**src/rtl/dot_pkg.sv**
```systemverilog
// Shared types and sizing helpers for the sequential dot-product engine.
package dot_pkg;

  typedef enum logic [1:0] {
    IDLE = 2'd0,
    ACC  = 2'd1,
    OUT  = 2'd2
  } state_e;

  // Exact accumulator width: a full 2N-bit product plus headroom for MAX_LEN terms.
  function automatic int acc_w(input int n, input int max_len);
    return 2 * n + $clog2(max_len);
  endfunction

endpackage

```
**src/rtl/mac_su.sv**
```systemverilog
// Combinational multiply-accumulate: acc + ext(a)*ext(b).
// ext() sign-extends when sgn is set and zero-extends otherwise.
module mac_su
  import dot_pkg::*;
#(
  parameter int N     = 8,
  parameter int ACC_W = 19
) (
  input  logic [N-1:0]     a,
  input  logic [N-1:0]     b,
  input  logic [ACC_W-1:0] acc,
  input  logic             sgn,
  output logic [ACC_W-1:0] sum
);

  logic [ACC_W-1:0] ea, eb;

  // Widen both operands to ACC_W.
  // The product truncated to ACC_W is then exact in two's complement.
  always_comb begin
    ea  = sgn ? {{(ACC_W-N){a[N-1]}}, a} : {{(ACC_W-N){1'b0}}, a};
    eb  = sgn ? {{(ACC_W-N){b[N-1]}}, b} : {{(ACC_W-N){1'b0}}, b};
    sum = acc + ea * eb;
  end

endmodule

```
**src/rtl/dot_product_seq.sv**
```systemverilog
// Sequential dot-product engine.
// Streams (a, b) beats, accumulates their products and presents the sum
// on a held valid/ready output.
module dot_product_seq
  import dot_pkg::*;
#(
  parameter int N       = 8,
  parameter int MAX_LEN = 8,
  parameter int LEN_W   = $clog2(MAX_LEN + 1),
  parameter int ACC_W   = acc_w(N, MAX_LEN)
) (
  input  logic             clk,
  input  logic             rst,
  input  logic             start,
  input  logic [LEN_W-1:0] len,
  input  logic             sgn,
  input  logic             in_valid,
  output logic             in_ready,
  input  logic [N-1:0]     a,
  input  logic [N-1:0]     b,
  output logic             out_valid,
  input  logic             out_ready,
  output logic [ACC_W-1:0] y,
  output logic             busy
);

  state_e           state_q, state_d;
  logic [ACC_W-1:0] acc_q, acc_d;
  logic [ACC_W-1:0] y_q, y_d;
  logic [LEN_W-1:0] cnt_q, cnt_d;
  logic [LEN_W-1:0] len_q, len_d;
  logic             sgn_q, sgn_d;
  logic [ACC_W-1:0] mac_sum;
  logic [LEN_W-1:0] len_c;
  logic [LEN_W-1:0] cnt_inc;

  mac_su #(.N(N), .ACC_W(ACC_W)) u_mac (
    .a   (a),
    .b   (b),
    .acc (acc_q),
    .sgn (sgn_q),
    .sum (mac_sum)
  );

  // Clamp the requested length so count can never run past MAX_LEN.
  assign len_c   = (len > LEN_W'(MAX_LEN)) ? LEN_W'(MAX_LEN) : len;
  assign cnt_inc = cnt_q + LEN_W'(1);

  // Handshake outputs are pure state decodes, so no input-to-output comb path exists.
  assign in_ready  = (state_q == ACC);
  assign out_valid = (state_q == OUT);
  assign busy      = (state_q != IDLE);
  assign y         = y_q;

  // Next-state logic: job setup, beat accumulation and output handoff.
  always_comb begin
    state_d = state_q;
    acc_d   = acc_q;
    cnt_d   = cnt_q;
    len_d   = len_q;
    sgn_d   = sgn_q;
    y_d     = y_q;
    case (state_q)
      IDLE: begin
        if (start) begin
          acc_d = '0;
          cnt_d = '0;
          len_d = len_c;
          sgn_d = sgn;
          if (len_c == '0) begin
            state_d = OUT;
            y_d     = '0;
          end else begin
            state_d = ACC;
          end
        end
      end
      ACC: begin
        if (in_valid) begin
          acc_d = mac_sum;
          cnt_d = cnt_inc;
          if (cnt_inc == len_q) begin
            state_d = OUT;
            y_d     = mac_sum;
          end
        end
      end
      OUT: begin
        if (out_ready) state_d = IDLE;
      end
      default: state_d = IDLE;
    endcase
  end

  // State registers; reset aborts any job and drops a coincident start.
  always_ff @(posedge clk) begin
    if (rst) begin
      state_q <= IDLE;
      acc_q   <= '0;
      cnt_q   <= '0;
      len_q   <= '0;
      sgn_q   <= 1'b0;
      y_q     <= '0;
    end else begin
      state_q <= state_d;
      acc_q   <= acc_d;
      cnt_q   <= cnt_d;
      len_q   <= len_d;
      sgn_q   <= sgn_d;
      y_q     <= y_d;
    end
  end

endmodule

```
**config.mk**
```make
export PLATFORM = sky130hd
export DESIGN_NAME = dot_product_seq
export DESIGN_NICKNAME = d
export VERILOG_FILES = /design/src/rtl/dot_pkg.sv /design/src/rtl/mac_su.sv /design/src/rtl/dot_product_seq.sv
export SDC_FILE = /design/constraint.sdc
export NUM_CORES = 1
export LEC_CHECK = 0
export BUFFER_PORTS_ARGS = -buffer_cell sky130_fd_sc_hd__buf_4
export CAP_MARGIN = 20
export CORE_ASPECT_RATIO = 1.4
export CORE_MARGIN = 10
export CORE_UTILIZATION = 45
export DETAILED_ROUTE_END_ITERATION = 10
export HOLD_SLACK_MARGIN = 0.06
export PLACE_DENSITY = 0.76
export SYNTH_ARGS = -nofsm -noshare
export SYNTH_HDL_FRONTEND = slang
export SYNTH_SLANG_ARGS = --single-unit
export TNS_END_PERCENT = 30
```
**constraint.sdc**
```tcl
create_clock -name clk -period 6.1 [get_ports clk]
set_input_delay 0.305 -clock clk [delete_from_list [all_inputs] [get_ports clk]]
set_output_delay 0.305 -clock clk [all_outputs]
set_load 0.01 [all_outputs]
```
==> summary.txt, run 1 <==
Drt
  • Final WL: between 15000 and 20000 um
  • Routed len/inst: 14.88 um
  • DR pass1 iterations: 5
  • Routed Antenna Nets: 0
  • DR iter-0 viols: 270
  • Vias: 5499
  • Via-per-instance ratio: around 5.1
  • Drt drc: 0

Floorplan
  • Starting Density: 0.4605
  • Core region area: approximately 16000 um^2
  • Placement Rows: 54
  • Io pins: 48
  • Die area: around 21000 um^2
  • Die width: approximately 130 um
  • DIE HEIGHT: approximately 170 um

Finish
  • Share of layout cells above drive strength 1: 0.1574
  • Final nets: roughly 1.1k
  • Antenna cells: 0
  • Multi-input gate area: between 5000 and 6000 um^2
  • Area grow syn2layout: 15.25%
  • Sequential standard cell area: approximately 1000 um^2
  • Layout filler cell count: between 1k and 1.5k

Timing
  • Hold Slack: 0.2633 ns
  • Tmin final: roughly 6 ns
  • Fmax achieved: 164.2 MHz
  • Worst slew pin tran: about 1.1 ns
  • Worst Skew: around 0.012 ns
  • Unrepaired setup endpoints after global routing: yes
  • Fin. max-slew vios: 0
  • Final hold vios: 0
  • Finish-stage setup viols: 0
  • Slew HR: 0.2949
  • Fin crit share: 0.9982

Clock tree
  • Worst-path clk slew: roughly 0.07 ns
  • Hold-fix buffers at CTS: 0
  • CTS root buffer: clkbuf_16
  • Clock sinks: 49
  • Clk_lat worst skew: approximately 0.30 ns
  • Max clock buf depth: 2
  • Number of buffers created by CTS: 5
  • TritonCTS clock tree: done
  • Max H-tree Level: 2

Synthesis
  • Post-synth top area cell: fa_1
  • Top cells by instance count after synthesis: 173 x inv_1, 110 x fa_1, 76 x ha_1
  • Net Count, Synth: between 1k and 1.5k
  • Yosys cell types: 53
  • Most frequent cell after synthesis: inv_1
  • Register area share after synthesis: 0.1365
  • Mapped Area: a little over 7000 um^2
  • Post-synth EDFFs: 0
  • Fraction of registers with async set/reset: 0
  • Yosys warnings: 0
  • Share of the synthesized area in the top cell type: 0.3064
  • Yosys reg bits: 49
  • Synth area leaders: fa_1 31%, dfxtp_1 14%, ha_1 13%, inv_1 9.0%, and2_1 5.0%
  • Post-Syn Instances: 816
  • Main synth FF type: dfxtp_1
  • Synthesized area per cell: ~9 um^2

Critical path
  • Largest fanout on the critical path: 7
  • CP arrival: around 6.3 ns
  • Type of origin of the critical path: register
  • Worst Path Buf+Inv: 3
  • Top delay family on crit path: adder cells
  • Cell mode on critical path: fa_1
  • Crit path kind: register to register
  • CP endpoint kind: register
  • Crit-path max cell delay: 0.58 ns
  • Crit-path slowest cell: fa_2
  • CP required: 6.31 ns
  • Sequence of cells on the critical path: and2_4 -> nand2_1 -> fa_2 -> fa_1 -> fa_1 -> fa_1 -> inv_1 -> fa_1 -> fa_1 -> inv_1 -> fa_1 -> inv_1 -> ha_4 -> a21o_1 -> a2111oi_4 -> o2bb2ai_1 -> a31oi_1 -> xnor2_1 -> or3_4 -> o32ai_2

Placed design
  • Hpwl dp: approximately 13000 um
  • Gp weighted congestion: roughly 0.87
  • PortBufs: 47

Job
  • Max-cap viol count: 0

Status
  • Status: finished clean

GRT
  • Antenna violations before repair: 0
  • First-pass GRT wire length: ~28000 um
  • Grt ovf: 0
  • Vias in the first global route: roughly 5.9k
  • Largest net degree at the start of global routing: 55
  • Gr usage total: 0.1541

Power
  • Tot Pwr: 2828 uW
  • Pleak: slightly above 0.004 uW
  • Power Dens Cells: around 340 nW/um^2
  • Peak supply drop: approximately 0.28 mV

Hold path
  • HP Class: input pin to register
[timing repair]
| action | CTS | global route |
|---|---|---|
| cloned | 0 | 0 |
| setup buffers | 1 | 3 |
| pin swaps | 13 | 29 |
| gates resized for setup | 15 | 30 |
| setup endpoints to repair | 12 | 13 |
[routing by layer]
metal	share of wire	wire length [um]	track usage
met1	0.42	6742	0.1885
met2	0.52	8252	0.2714
met3	0.030	476	0.01594
met4	0.031	500	0.05757
met5	0	0	0
[registers in the layout, summed over array words and instances (netlist names)]
| name | cells |
|---|---|
| sgn_q | 1 |
| y | 19 |
| acc_q | 19 |
| state_q | 2 |
| cnt_q | 4 |
| len_q | 4 |
[worst min-delay path, delay by kind of cell]
kind	cells	cell delay, ns
buf+inv	1	0.11
simple gates	1	0.06
compound gates	1	0.05
[stage by stage]
stage	setup TNS [ns]	instances	utilization	area, um^2	setup WS (ns)
after floorplan	0	816	-	7249	0.004843
after global placement	-0.4846	1061	0.5081	7930	-0.1565
after detailed placement	-1.328	1061	0.5081	7930	-0.2447
after CTS	0	1070	0.5208	8129	0.01196
after global routing	-0.5909	1073	0.5307	8283	-0.1677
final	0	1073	0.5307	8283	0.01100
[placed cells by master, fill, tap and decap left out, types with 3 or more instances in the layout]
cell	instances
inv_1	171
nand3_1	6
buf_4	79
ha_1	71
dfxtp_1	48
a22oi_1	7
nor2_2	3
nand2_2	5
o31ai_1	3
and2_1	56
or3_1	8
nand2_1	65
ha_4	4
a211oi_1	3
xor2_1	9
nor2b_1	3
a21oi_1	46
nor3_1	6
nand2_4	3
clkbuf_16	5
a21o_1	7
nor2_1	30
a21oi_2	4
nand2b_1	6
xnor2_1	31
nor4_1	3
fa_2	5
o21ai_0	13
and3_1	8
mux2i_1	3
fa_1	105
nand3b_1	6
o22ai_1	5
[path summary, 6_finish.rpt]
kind | start | endpoint | slack (ns) | depth (start not counted)
max reg2reg | sgn_q | y[18] | 0.01 | 20
max | sgn_q | y[18] | 0.01 | 20
min reg2reg | y[8] | y[8] | 0.45 | 2
min | sgn | sgn_q | 0.26 | 3
[power breakdown]
group / leakage (uW) / switching, uW / internal (uW)
sequential: 0.000397 / 23.4 / 357
combinational: 0.00360 / 1190 / 973
clock: 0.0000712 / 128 / 153
total: 0.00407 / 1340 / 1480
[area by class of cell]
class	count	area share
inverters	173	0.07840
well taps	196	0.02961
flip-flops and latches	49	0.1189
repair buffers	80	0.07296
clock inverters	2	0.001662
multi-input cells	567	0.6829
clock buffers	6	0.01556
[cells by family (layout without fill, tap and decap cells)]
group / count (synthesis) / after routing / synth area share
muxes: 3 / 3 / 0.004178
buffers and inverters: 200 / 261 / 0.1069
AOI/OAI and AO/OA: 114 / 114 / 0.1015
and+or+nand+nor: 218 / 218 / 0.1537
xor gates and xnor gates: 45 / 45 / 0.05693
adders and majority gates: 187 / 187 / 0.4403
DFF: 49 / 49 / 0.1365
Note: power is estimated with default switching activity, not from simulation.
==> inputs of run 2 (changes only) <==
CORE_UTILIZATION = 35   (was 45)
PLACE_DENSITY = 0.64   (was 0.76)
==> run 2 against run 1 <==
Compared with the run above:
- largest cell class unchanged
- flip-flop and latch count is the same
- sequential share of layout area fell by 0.12 points
- sequential power barely moved
- highest routed layer unchanged
- total power up 1.3%
- routed wire length increased by 2.9%
- first-iteration DRC count is 7.4% lower
- utilization down 12 points
- die area grew 24%
- cell area grew 0.98%
- final cell count increased by 5.7%
==> summary.txt, run 2 (synthesis gave the netlist of run 1 again) <==
Timing
  • Unrepaired setup endpoints after global routing: yes
  • Tmin final: about 6 ns
  • Worst slew pin tran: 0.8591 ns
  • Finish-stage setup viols: 0
  • Worst Skew: approximately 0.012 ns
  • Slew HR: 0.4272
  • Final hold vios: 0
  • Fmax achieved: ~170 MHz
  • Fin. max-slew vios: 0
  • Fin crit share: 0.9928

Clock tree
  • CTS root buffer: clkbuf_16
  • Clk_lat worst skew: approximately 0.29 ns
  • TritonCTS clock tree: done
  • Worst-path clk slew: 0.07 ns
  • Max clock buf depth: 2
  • Hold-fix buffers at CTS: 0
  • Clock sinks: 49
  • Max H-tree Level: 2
  • Number of buffers created by CTS: 5

Floorplan
  • Core region area: roughly 20000 um^2
  • Die area: around 27000 um^2
  • DIE HEIGHT: ~190 um
  • Die width: 141.1 um
  • Placement Rows: 62
  • Io pins: 48
  • Starting Density: 0.3523

GRT
  • Gr usage total: 0.1275
  • Antenna violations before repair: 0
  • Grt ovf: 0
  • Largest net degree at the start of global routing: between 50 and 60
  • First-pass GRT wire length: 28740 um
  • Vias in the first global route: between 5k and 6k

Drt
  • Drt drc: 0
  • Via-per-instance ratio: ~4.8
  • DR iter-0 viols: 250
  • Routed Antenna Nets: 0
  • DR pass1 iterations: 4
  • Vias: between 5k and 6k
  • Final WL: 16430 um
  • Routed len/inst: between 10 and 15 um

Placed design
  • Placed insts: 1122
  • PortBufs: 47
  • DP Area: between 8000 and 9000 um^2
  • Hpwl dp: roughly 14000 um
  • Gp weighted congestion: 0.8669

Hold path
  • Hold Crit Start: sgn
  • HP Class: input pin to register

Critical path
  • Worst Path Buf+Inv: 3
  • Top delay family on crit path: adder cells
  • Largest fanout on the critical path: 7
  • Crit-path max cell delay: just over 0.6 ns
  • CP required: around 6.3 ns
  • CP arrival: 6.27 ns
  • Sequence of cells on the critical path: and2_4 -> nand2_4 -> fa_2 -> fa_1 -> fa_1 -> fa_1 -> inv_1 -> fa_1 -> fa_1 -> inv_1 -> fa_1 -> inv_1 -> ha_4 -> a21o_1 -> a2111oi_4 -> o2bb2ai_1 -> a31oi_1 -> xnor2_1 -> or3_4 -> o32ai_2
  • Crit. Startpoint: sgn_q
  • CP endpoint kind: register
  • Worst r2r src: sgn_q
  • Type of origin of the critical path: register
  • Crit-path slowest cell: fa_2
  • Cell mode on critical path: fa_1
  • Crit path kind: register to register

Power
  • Psw: around 1300 uW
  • Combinational cell fraction of total power: 0.756
  • Peak supply drop: 0.3155 mV
  • Tot Pwr: between 2000 and 3000 uW
  • Clock power frac: 0.112
  • Net Sw Frac: 0.4641
  • Power Dens Cells: roughly 340 nW/um^2
  • Pint: 1535 uW
  • Pleak: 0.004085 uW
  • Seq pwr share: 0.133

Finish
  • Antenna cells: 0
  • Design Area, Final: around 8400 um^2
  • Layout filler cell count: 2011
  • Final Util: 0.4100
  • Share of layout cells above drive strength 1: 0.1538
  • Final nets: around 1.1k
  • Sequential standard cell area: about 980 um^2
  • Most frequent cells in the layout: 167 x inv_1, 104 x fa_1, 80 x buf_4
  • Area grow syn2layout: 16.38%
  • Multi-input gate area: approximately 5600 um^2
  • Commonest non-fill, non-tap cell in the layout: inv_1
  • Fin cells: between 1k and 1.5k

Job
  • Max-cap viol count: 0

Status
  • Status: finished clean
[run 2: cell count changes in the layout (fill, tap and decap cells not counted), sizes merged]
cell | before | now
clkinv | 1 | 0
bufinv | 0 | 1
buf | 80 | 82
clkbuf | 6 | 5
[run 2: timing repair]
action,CTS,global route
pin swaps,13,26
buffers inserted,0,4
endpoints found under the setup margin,12,12
cloned,0,0
gates resized for setup,12,29
[run 2: per-layer routing]
layer	vias up	track usage	routed length [um]
li1	2666	-	-
met1	2648	0.1557	6960
met2	87	0.2311	8696
met3	20	0.01322	470
met4	0	0.03424	303
met5	-	0	0
[run 2: area by class of cell]
cell class	count	area share
tap	256	0.03829
clock inverter	2	0.004637
inverter	173	0.07764
sequential	49	0.1177
multi-input combinational	567	0.6723
clock buffer	5	0.01496
timing repair buffer	82	0.07450
[run 2: per-stage QoR]
step	setup TNS (ns)	worst slack (ns)	hold slack, ns
3_5_place_dp	-0.8339	-0.2159	0.4503
6_report	0	0.04394	0.2781
5_1_grt	-1.133	-0.2139	0.2785
2_1_floorplan	0	0.004843	0.4319
4_1_cts	0	0.001295	0.2772
3_3_place_gp	-0.8226	-0.1961	0.4437
[run 2: path summary, 6_finish.rpt]
kind | to | slack, ns | depth (start not counted)
hold reg to reg | acc_q[7] | 0.46 | 2
setup reg to reg | y[18] | 0.04 | 20
setup / recovery | y[18] | 0.04 | 20
hold / removal | sgn_q | 0.28 | 3
[run 2: worst min-delay path: stages]
cell	delay (ns)
buf_4	0.10
nand2_1	0.06
a21oi_1	0.05
[run 2: power groups by stage]
stage               Combinational (uW)  Clock, uW  Sequential, uW
finish                            2160        320             380
global route                      2480        338             386
CTS                               2060        327             381
detailed placement                2010          0             388
global placement                  2000          0             387
floorplan                         1400          0             384
==> inputs of run 3 (changes only) <==
CTS_BUF_LIST = sky130_fd_sc_hd__clkbuf_4   (was default)
==> run 3 against run 2 <==
Compared with the run above:
- via count increased by 0.20%
- clock-buffer cell count unchanged
- die area unchanged
- clock skew grew 0.017 ns
- combinational power hardly changed
==> summary.txt, run 3 (synthesis gave the netlist of run 1 again) <==
Placed design
  • DP Area: ~8000 um^2
  • Placed insts: between 1k and 1.5k
  • Hpwl dp: about 14000 um
  • PortBufs: between 40 and 50
  • Gp weighted congestion: approximately 0.87

Timing
  • Worst Skew: 0.02902 ns
  • Tmin final: approximately 6.0 ns
  • Fin. max-slew vios: 0
  • Fmax achieved: 166.6 MHz
  • Final hold vios: 0
  • Worst slew pin tran: 0.8513 ns
  • Slew HR: 0.4324
  • Finish-stage setup viols: 0
  • Unrepaired setup endpoints after global routing: yes
  • Fin crit share: 0.9840

Power
  • Seq pwr share: 0.138
  • Combinational cell fraction of total power: 0.788
  • Tot Pwr: 2749 uW
  • Clock power frac: 0.073
  • Peak supply drop: between 0.2 and 0.25 mV
  • Net Sw Frac: 0.4794
  • Pleak: between 0.004 and 0.005 uW
  • Power Dens Cells: 333.2 nW/um^2
  • Psw: 1318 uW
  • Pint: approximately 1400 uW

Clock tree
  • Number of buffers created by CTS: 5
  • Worst-path clk slew: ~0.16 ns
  • Clock sinks: slightly below 50
  • Hold-fix buffers at CTS: 0
  • CTS root buffer: clkbuf_4
  • TritonCTS clock tree: done
  • Max clock buf depth: 2
  • Max H-tree Level: 2
  • Clk_lat worst skew: approximately 0.4 ns

Floorplan
  • Starting Density: 0.3523
  • Die width: between 100 and 150 um
  • DIE HEIGHT: approximately 190 um
  • Io pins: 48
  • Placement Rows: 62
  • Die area: between 20000 and 30000 um^2
  • Core region area: roughly 20000 um^2

Hold path
  • HP Class: input pin to register
  • Worst hold path cell count: 3

Critical path
  • R2R cell count: 22
  • CP required: approximately 6.4 ns
  • CP endpoint kind: register
  • CP arrival: around 6.3 ns
  • Largest fanout on the critical path: 7
  • R2r setup slk: just under 0.1 ns
  • Type of origin of the critical path: register
  • Crit path kind: register to register

GRT
  • Grt ovf: 0
  • Antenna violations before repair: 1
  • Vias in the first global route: between 5k and 6k
  • First-pass GRT wire length: 28790 um
  • Largest net degree at the start of global routing: 55
  • Gr usage total: 0.1281

Finish
  • Fin cells: around 1.1k
  • Final Util: 0.4044
  • Most frequent cells in the layout: 171 x inv_1, 105 x fa_1, 78 x buf_4
  • Design Area, Final: roughly 8300 um^2
  • Share of layout cells above drive strength 1: 0.1461
  • Commonest non-fill, non-tap cell in the layout: inv_1
  • Final nets: between 1k and 1.5k
  • Area grow syn2layout: 14.80%

Drt
  • DR pass1 iterations: 4
  • Vias: ~5.4k
  • Final WL: 16320 um
  • Drt drc: 0
  • Routed len/inst: 14.40 um
  • Routed Antenna Nets: 0
  • DR iter-0 viols: about 280
  • Via-per-instance ratio: 4.794

Status
  • Status: finished clean

Job
  • Max-cap viol count: 0
[run 3: changes by cell type in the layout (fill, tap and decap cells not counted), moves of 2 or more]
cell | before | now
buf_4 | 80 | 78
clkbuf_16 | 5 | 0
clkbuf_4 | 0 | 5
inv_1 | 167 | 171
inv_2 | 6 | 2
[run 3: path summary, 6_finish.rpt]
check	end	from
max	y[18]	sgn_q
min	sgn_q	sgn
max reg2reg	y[18]	sgn_q
min reg2reg	acc_q[7]	acc_q[7]
[run 3: worst max-delay path, stage by stage (launching register included)]
cell and delay [ns]:
dfxtp_4 0.41, and2_4 0.23, nand2_4 0.06, fa_1 0.52
buf_6 0.17, xnor2_4 0.16, xor2_2 0.19, fa_1 0.50
inv_1 0.05, fa_1 0.47, fa_1 0.53, fa_1 0.50
inv_1 0.05, fa_1 0.48, inv_2 0.04, ha_4 0.20
a21o_1 0.18, a2111oi_4 0.37, o2bb2ai_1 0.15, a31oi_1 0.07
xnor2_1 0.15, or3_4 0.34, o32ai_2 0.09
[run 3: power groups by stage]
| stage | Combinational (uW) | Clock, uW | Sequential (uW) |
|---|---|---|---|
| after floorplan | 1400 | 0 | 384 |
| final | 2170 | 202 | 380 |
| after global routing | 2470 | 219 | 386 |
| after detailed placement | 2010 | 0 | 388 |
| after global placement | 2000 | 0 | 387 |
| after CTS | 2070 | 207 | 381 |
[run 3: layer usage]
layer / GRT usage / vias up / part of all wire
li1: - / 2665 / -
met4: 0.03543 / 0 / 0.021
met2: 0.2330 / 79 / 0.52
met3: 0.01322 / 22 / 0.028
met1: 0.1553 / 2666 / 0.43
met5: 0 / - / 0
[run 3: final cells by class]
type / instances / area, um^2
Inverter: 173 / 649.4
Fill cell: 2027 / 12150
Timing Repair Buffer: 80 / 608.1
Tap cell: 256 / 320.3
Clock buffer: 5 / 37.54
Antenna cell: 1 / 2.502
Clock inverter: 2 / 38.79
Multi-Input combinational cell: 567 / 5609
Sequential cell: 49 / 984.7
[run 3: what timing repair did]
action / 4_1_cts / 5_1_grt
setup buffers: 0 / 2
cloned: 0 / 0
setup endpoints to repair: 11 / 12
gates resized for setup: 14 / 21
pin swaps: 13 / 27
[run 3: through the flow]
step	hold slack (ns)	setup TNS, ns	setup WS, ns
2_1_floorplan	0.4319	0	0.004843
3_3_place_gp	0.4437	-0.8226	-0.1961
3_5_place_dp	0.4503	-0.8339	-0.2159
4_1_cts	0.1636	0	0.0007052
5_1_grt	0.1748	-0.3753	-0.1257
6_report	0.1796	0	0.09742
